$ cat config.mk
export PLATFORM = sky130hd
export DESIGN_NAME = vga_timing_receiver
export DESIGN_NICKNAME = d
export VERILOG_FILES = /design/src/rtl/vga_timing_pkg.sv /design/src/rtl/vga_sync_edge.sv /design/src/rtl/vga_timing_receiver.sv
export SDC_FILE = /design/constraint.sdc
export NUM_CORES = 1
export LEC_CHECK = 0
export ABC_AREA = 1
export BUFFER_PORTS_ARGS = -buffer_cell sky130_fd_sc_hd__buf_2
export CORE_UTILIZATION = 50
export DETAILED_ROUTE_END_ITERATION = 8
export GPL_TIMING_DRIVEN = 0
export PLACE_DENSITY = 0.73
export SLEW_MARGIN = 10
export SYNTH_ARGS = -nofsm -noshare
export SYNTH_HDL_FRONTEND = slang
export SYNTH_SLANG_ARGS = --single-unit
$ cat constraint.sdc
create_clock -name clk_36MHz -period 2.1 [get_ports clk_36MHz]
set_input_delay 0.42 -clock clk_36MHz [delete_from_list [all_inputs] [get_ports clk_36MHz]]
set_output_delay 0.42 -clock clk_36MHz [all_outputs]
set_load 0.01 [all_outputs]
$ cat src/rtl/vga_timing_pkg.sv
// 800x600@56Hz link timing shared by the VGA transmitter and receiver,
// plus receiver state encoding and small helpers.
package vga_timing_pkg;

   localparam int unsigned VGA_H_TOTAL   = 1024;
   localparam int unsigned VGA_H_START   = 128;
   localparam int unsigned VGA_H_VISIBLE = 800;
   localparam int unsigned VGA_V_TOTAL   = 625;
   localparam int unsigned VGA_V_START   = 22;
   localparam int unsigned VGA_V_VISIBLE = 600;
   localparam bit          VGA_SYNC_POL  = 1'b1;

   typedef enum logic [1:0] {
      SEARCH,
      SYNC1,
      LOCKED
   } rx_state_t;

   function automatic logic [7:0] sat_inc8(input logic [7:0] v);
      return (v == '1) ? v : v + 8'd1;
   endfunction

endpackage

$ cat src/rtl/vga_sync_edge.sv
// Samples one sync line and flags its deassert edge (active -> inactive)
// using the configured sync polarity.
module vga_sync_edge #(
   parameter bit SYNC_POL = 1'b1
) (
   input  logic clk,
   input  logic rst_n,
   input  logic sync_in,
   output logic deassert
);

   logic sync_q;
   logic sync_qq;

   always_ff @(posedge clk or negedge rst_n) begin
      if (!rst_n) begin
         sync_q  <= ~SYNC_POL;
         sync_qq <= ~SYNC_POL;
      end else begin
         sync_q  <= sync_in;
         sync_qq <= sync_q;
      end
   end

   assign deassert = (sync_q != SYNC_POL) && (sync_qq == SYNC_POL);

endmodule

$ cat src/rtl/vga_timing_receiver.sv
// Receive side of the VGA link: recovers pixel coordinate/colour, checks
// line and frame periods, and tracks lock over consecutive good frames.
module vga_timing_receiver
   import vga_timing_pkg::*;
#(
   parameter int unsigned H_TOTAL   = VGA_H_TOTAL,
   parameter int unsigned H_START   = VGA_H_START,
   parameter int unsigned H_VISIBLE = VGA_H_VISIBLE,
   parameter int unsigned V_TOTAL   = VGA_V_TOTAL,
   parameter int unsigned V_START   = VGA_V_START,
   parameter int unsigned V_VISIBLE = VGA_V_VISIBLE,
   parameter bit          SYNC_POL  = VGA_SYNC_POL
) (
   input  logic        clk_36MHz,
   input  logic        reset,
   input  logic        hsync,
   input  logic        vsync,
   input  logic [2:0]  rgb,
   output logic [9:0]  rx_x,
   output logic [9:0]  rx_y,
   output logic [2:0]  rx_rgb,
   output logic        rx_valid,
   output logic        frame_start,
   output logic        locked,
   output logic [7:0]  line_err_count,
   output logic [15:0] frame_count
);

   localparam logic [11:0] H_TOTAL_W = 12'(H_TOTAL);
   localparam logic [10:0] H_FIRST   = 11'(H_START);
   localparam logic [10:0] H_LAST    = 11'(H_START + H_VISIBLE);
   localparam logic [10:0] V_TOTAL_W = 11'(V_TOTAL);
   localparam logic [9:0]  V_FIRST   = 10'(V_START);
   localparam logic [9:0]  V_LAST    = 10'(V_START + V_VISIBLE);

   logic        hs_edge;
   logic        vs_edge;
   logic [2:0]  rgb_q;
   logic [10:0] h_cnt;
   logic [9:0]  v_cnt;
   logic [10:0] h_now;
   logic [9:0]  v_now;
   logic [11:0] line_len;
   logic [10:0] frame_len;
   logic        line_err;
   logic        frame_err;
   logic        visible;
   logic        h_armed;
   logic        frame_bad;
   rx_state_t   state;

   vga_sync_edge #(.SYNC_POL(SYNC_POL)) u_hs_edge (
      .clk      (clk_36MHz),
      .rst_n    (reset),
      .sync_in  (hsync),
      .deassert (hs_edge)
   );

   vga_sync_edge #(.SYNC_POL(SYNC_POL)) u_vs_edge (
      .clk      (clk_36MHz),
      .rst_n    (reset),
      .sync_in  (vsync),
      .deassert (vs_edge)
   );

   // Counts are evaluated for the current stage-1 sample so the output
   // registers land two clocks after the pins rather than three.
   always_comb begin
      h_now     = hs_edge ? '0 : ((h_cnt == '1) ? h_cnt : h_cnt + 11'd1);
      v_now     = vs_edge ? '0 : ((hs_edge && v_cnt != '1) ? v_cnt + 10'd1 : v_cnt);
      line_len  = {1'b0, h_cnt} + 12'd1;
      frame_len = {1'b0, v_cnt} + {10'd0, hs_edge};
      line_err  = hs_edge && h_armed && (line_len != H_TOTAL_W);
      frame_err = vs_edge && (frame_len != V_TOTAL_W);
      visible   = (h_now >= H_FIRST) && (h_now < H_LAST) &&
                  (v_now >= V_FIRST) && (v_now < V_LAST);
   end

   always_ff @(posedge clk_36MHz or negedge reset) begin
      if (!reset) begin
         rgb_q          <= '0;
         h_cnt          <= '0;
         v_cnt          <= '0;
         h_armed        <= 1'b0;
         frame_bad      <= 1'b0;
         state          <= SEARCH;
         locked         <= 1'b0;
         rx_x           <= '0;
         rx_y           <= '0;
         rx_rgb         <= '0;
         rx_valid       <= 1'b0;
         frame_start    <= 1'b0;
         line_err_count <= '0;
         frame_count    <= '0;
      end else begin
         rgb_q       <= rgb;
         h_cnt       <= h_now;
         v_cnt       <= v_now;
         rx_valid    <= visible;
         rx_x        <= visible ? 10'(h_now - H_FIRST) : '0;
         rx_y        <= visible ? (v_now - V_FIRST) : '0;
         rx_rgb      <= visible ? rgb_q : '0;
         frame_start <= vs_edge;

         if (line_err && state != SEARCH)
            line_err_count <= sat_inc8(line_err_count);
         if (vs_edge && state != SEARCH)
            frame_count <= frame_count + 16'd1;

         if (vs_edge)
            frame_bad <= 1'b0;
         else if (line_err)
            frame_bad <= 1'b1;

         // Losing lock re-enters SEARCH, whose first line edge is never judged.
         if (state == LOCKED && (line_err || frame_err))
            h_armed <= 1'b0;
         else if (hs_edge)
            h_armed <= 1'b1;

         case (state)
            SEARCH: begin
               if (vs_edge)
                  state <= SYNC1;
            end
            SYNC1: begin
               if (vs_edge && !(frame_bad || line_err || frame_err)) begin
                  state  <= LOCKED;
                  locked <= 1'b1;
               end
            end
            LOCKED: begin
               if (line_err || frame_err) begin
                  state  <= SEARCH;
                  locked <= 1'b0;
               end
            end
            default: begin
               state  <= SEARCH;
               locked <= 1'b0;
            end
         endcase
      end
   end

endmodule

==> results.md <==
- Status: finished with violations
- Failing checks: setup timing
- Post-synth cell types: 35
- Die area: 0.00890 mm2
- Fraction of layout cells with a size suffix above 1: 40.0%
- I/O pins: 57
- Fraction of registers with async set/reset: 100%
- PD cells: 695 mW/mm2
- Post-route clock skew: 0.00927 ns
- Nets: 641
- CTS root buf: clkbuf_8
- Final wirelength: 10.5 mm
- Via count: 3,741
- Design Power: 4.06 mW
- Total GRT Usage: 24.2%
- GPL Wtd Cong: 0.877
- Syn Nets: 525
- Worst Setup Path Type: flip-flop to flip-flop
- IO Port Bufs: 56
- Post-Syn Area: 0.00426 mm2
- DP Worst Slack: -0.467 ns
- Area growth syn-to-layout: 37.1%
- CP endpoint kind: flip-flop
- Yosys warns: 0
- Most common cell after layout, fill and taps aside: nand2_1
- Initial antenna violation count: 0
- Worst IR Drop VDD: 0.000585 V
- Crit-path max FO: 5
- Inserted Diodes: 0
- Total of max-cap violations: 0
- H-Tree Depth: 3
- Rows: 33
- Top_reg_cell synth: dfrtp_1
- Min Tclk post-route: 2.34 ns
- Synthesized instance count: 509
- Inst Count DP: 671
- Worst Setup Start Kind: flip-flop
- Largest net degree at the start of global routing: 53
- Die Ht: 94.4 um
- CTS tree: built
- Slew Limit Fails: 0
- Worst-margin pin slew: 0.401 ns
- CP max stage cell: dfrtp_1
- Crit-path cells: buf_6, nand3_2, inv_2, nand2_1, nand2_1, nand2_2, a21oi_4, inv_1, ha_2, inv_1, nor2_2, a21oi_4, nand3_4, buf_12, buf_16, nor2_2
- Hold WS: 0.161 ns
- Initial core utilization: 51.9%
- Clock edge transition at the registers on the reported setup and hold paths: 0.09 ns
- GRT overflow: 0
- Seq cells post-synth: 82
- Clock sinks: 82
- Detailed Routing Iterations Pass 1: 5
- Max_slew headroom: 73.3%
- Hpwl dp: 6.32 mm
- Non-Filler Instances: 735
- Register area share after synthesis: 48.1%
- Leak pwr: 3.05 nW
- Post-DRT Antenna Nets: 0
- Finish-stage setup viols: 25
- Num CTS Buffers: 9
- Post-synth EDFFs: 0
- Clock latency on the worst-skew pair: 0.36 ns
- Via-to-Cell Ratio: 5.09
- Critical Path RT: 2.39 ns
- Crit path DAT: 2.64 ns
- RSZ-0062 raised after global routing: yes
- Vias in the first global route: 3,580
- DRC Markers: 0
- Fmax: 0.427 GHz
- Clock buffer depth: 2
- WL/cell: 14.3 um
- Biggest cell delay along the critical path: 0.43 ns
- Final Hold Viols: 0
- Avg Cell Area, Syn: 8.38 um2
- Initial DRC count: 186
- Global-route wire length before repair: 16.4 mm
- Core area: 0.00822 mm2
- Die width: 94.4 um
- Final period util: 112%
- Final WS setup: -0.243 ns
- Commonest cells after routing, fill and taps aside: 111 x nand2_1, 79 x dfrtp_1, 61 x inv_1
- Hold Crit Class: input pin to flip-flop
## timing repair
action	4_1_cts	5_1_grt
pin swaps	25	21
endpoints found under the hold margin	30	0
resized for setup	78	52
hold buffers	1	0
buffers inserted	33	11
setup endpoints to repair	35	40
cloned	3	0
## stage by stage
stage	utilization [%]	cell area [um2]	setup TNS, ns
floorplan	-	4300	-0.767
global placement	57.3	4710	-11.06
detailed placement	57.7	4740	-11.55
CTS	67.9	5580	-3.30
global route	71.2	5850	-7.62
finish	71.2	5850	-5.21
## state kept, by name (all words and copies together), names as in the netlist, 3 cells and up
register        flops
rx_rgb              3
frame_count        16
rx_y               10
h_cnt              11
v_cnt              10
line_err_count      8
rgb_q               3
rx_x               10
## cell usage after synthesis (2+ instances only)
| library cell | n | area (um2) |
|---|---|---|
| o21ai_1 | 3 | 15.0 |
| nand3b_1 | 3 | 22.5 |
| nor3_1 | 7 | 35.0 |
| nand2_1 | 127 | 477 |
| buf_6 | 3 | 33.8 |
| xor2_1 | 22 | 193 |
| nand2_2 | 8 | 50.1 |
| a21oi_1 | 4 | 20.0 |
| nand4_1 | 7 | 43.8 |
| nor2_1 | 55 | 206 |
| nand3_2 | 6 | 60.1 |
| o21ai_0 | 2 | 10.0 |
| ha_1 | 9 | 113 |
| dfrtp_1 | 82 | 2050 |
| inv_1 | 70 | 263 |
| inv_2 | 5 | 18.8 |
| o211ai_1 | 2 | 15.0 |
| nor2_4 | 3 | 33.8 |
| buf_2 | 4 | 20.0 |
| nand3_4 | 3 | 52.6 |
| xnor2_1 | 8 | 70.1 |
| nor2_2 | 24 | 150 |
| nand3_1 | 40 | 200 |
## per-layer routing
| metal | vias up | share of wire (%) | global-route usage (%) |
|---|---|---|---|
| met5 | - | 0 | 0 |
| met4 | 0 | 3.0 | 11.3 |
| met3 | 32 | 4.9 | 4.67 |
| met2 | 121 | 52 | 41.4 |
| met1 | 1780 | 41 | 29.4 |
| li1 | 1808 | - | - |
## layout make-up
class | instances | area, um2
fillers | 563 | 2370
multi-input cells | 344 | 2330
flip-flops and latches | 82 | 2060
repair buffers | 104 | 764
inverters | 76 | 300
well taps | 105 | 131
clock buffers | 9 | 124
plain buffers | 8 | 87.6
clock inverters | 7 | 51.3
## worst paths after layout
check,startpoint,end,slack (ns),cells past startpoint
setup / recovery,h_cnt[0],rx_x[4],-0.24,16
hold / removal,rgb[2],rgb_q[2],0.16,1
setup reg to reg,h_cnt[0],rx_x[4],-0.24,16
hold reg to reg,u_vs_edge.sync_q,u_vs_edge.sync_qq,0.39,0
max in group asynchronous,reset,v_cnt[4],0.99,3
min in group asynchronous,reset,frame_count[11],0.53,2
## cells by family after synthesis
kind of cell             share of synthesized area, %
AO/OA/AOI/OAI                                    2.49
XOR/XNOR                                         6.16
adder cells (fa/ha/maj)                          2.64
buffers and inverters                            8.10
flip-flops                                       48.1
multiplexers                                    0.264
AND/OR/NAND/NOR                                  32.2
## power breakdown
group          leakage [nW]  switching, mW  internal [mW]
logic                  1.88          0.623          0.449
registers              1.08          0.195           1.74
clock network        0.0864          0.620          0.438
## worst max-delay path: cells and delay by family, from the launching register on
| family | cells | cell delay [ns] |
|---|---|---|
| AND/OR/NAND/NOR | 7 | 0.60 |
| AO/OA/AOI/OAI | 2 | 0.37 |
| buffers and inverters | 6 | 0.68 |
| flip-flops | 1 | 0.43 |
| adder cells (fa/ha/maj) | 1 | 0.18 |
(Power assumes the default switching activity.)
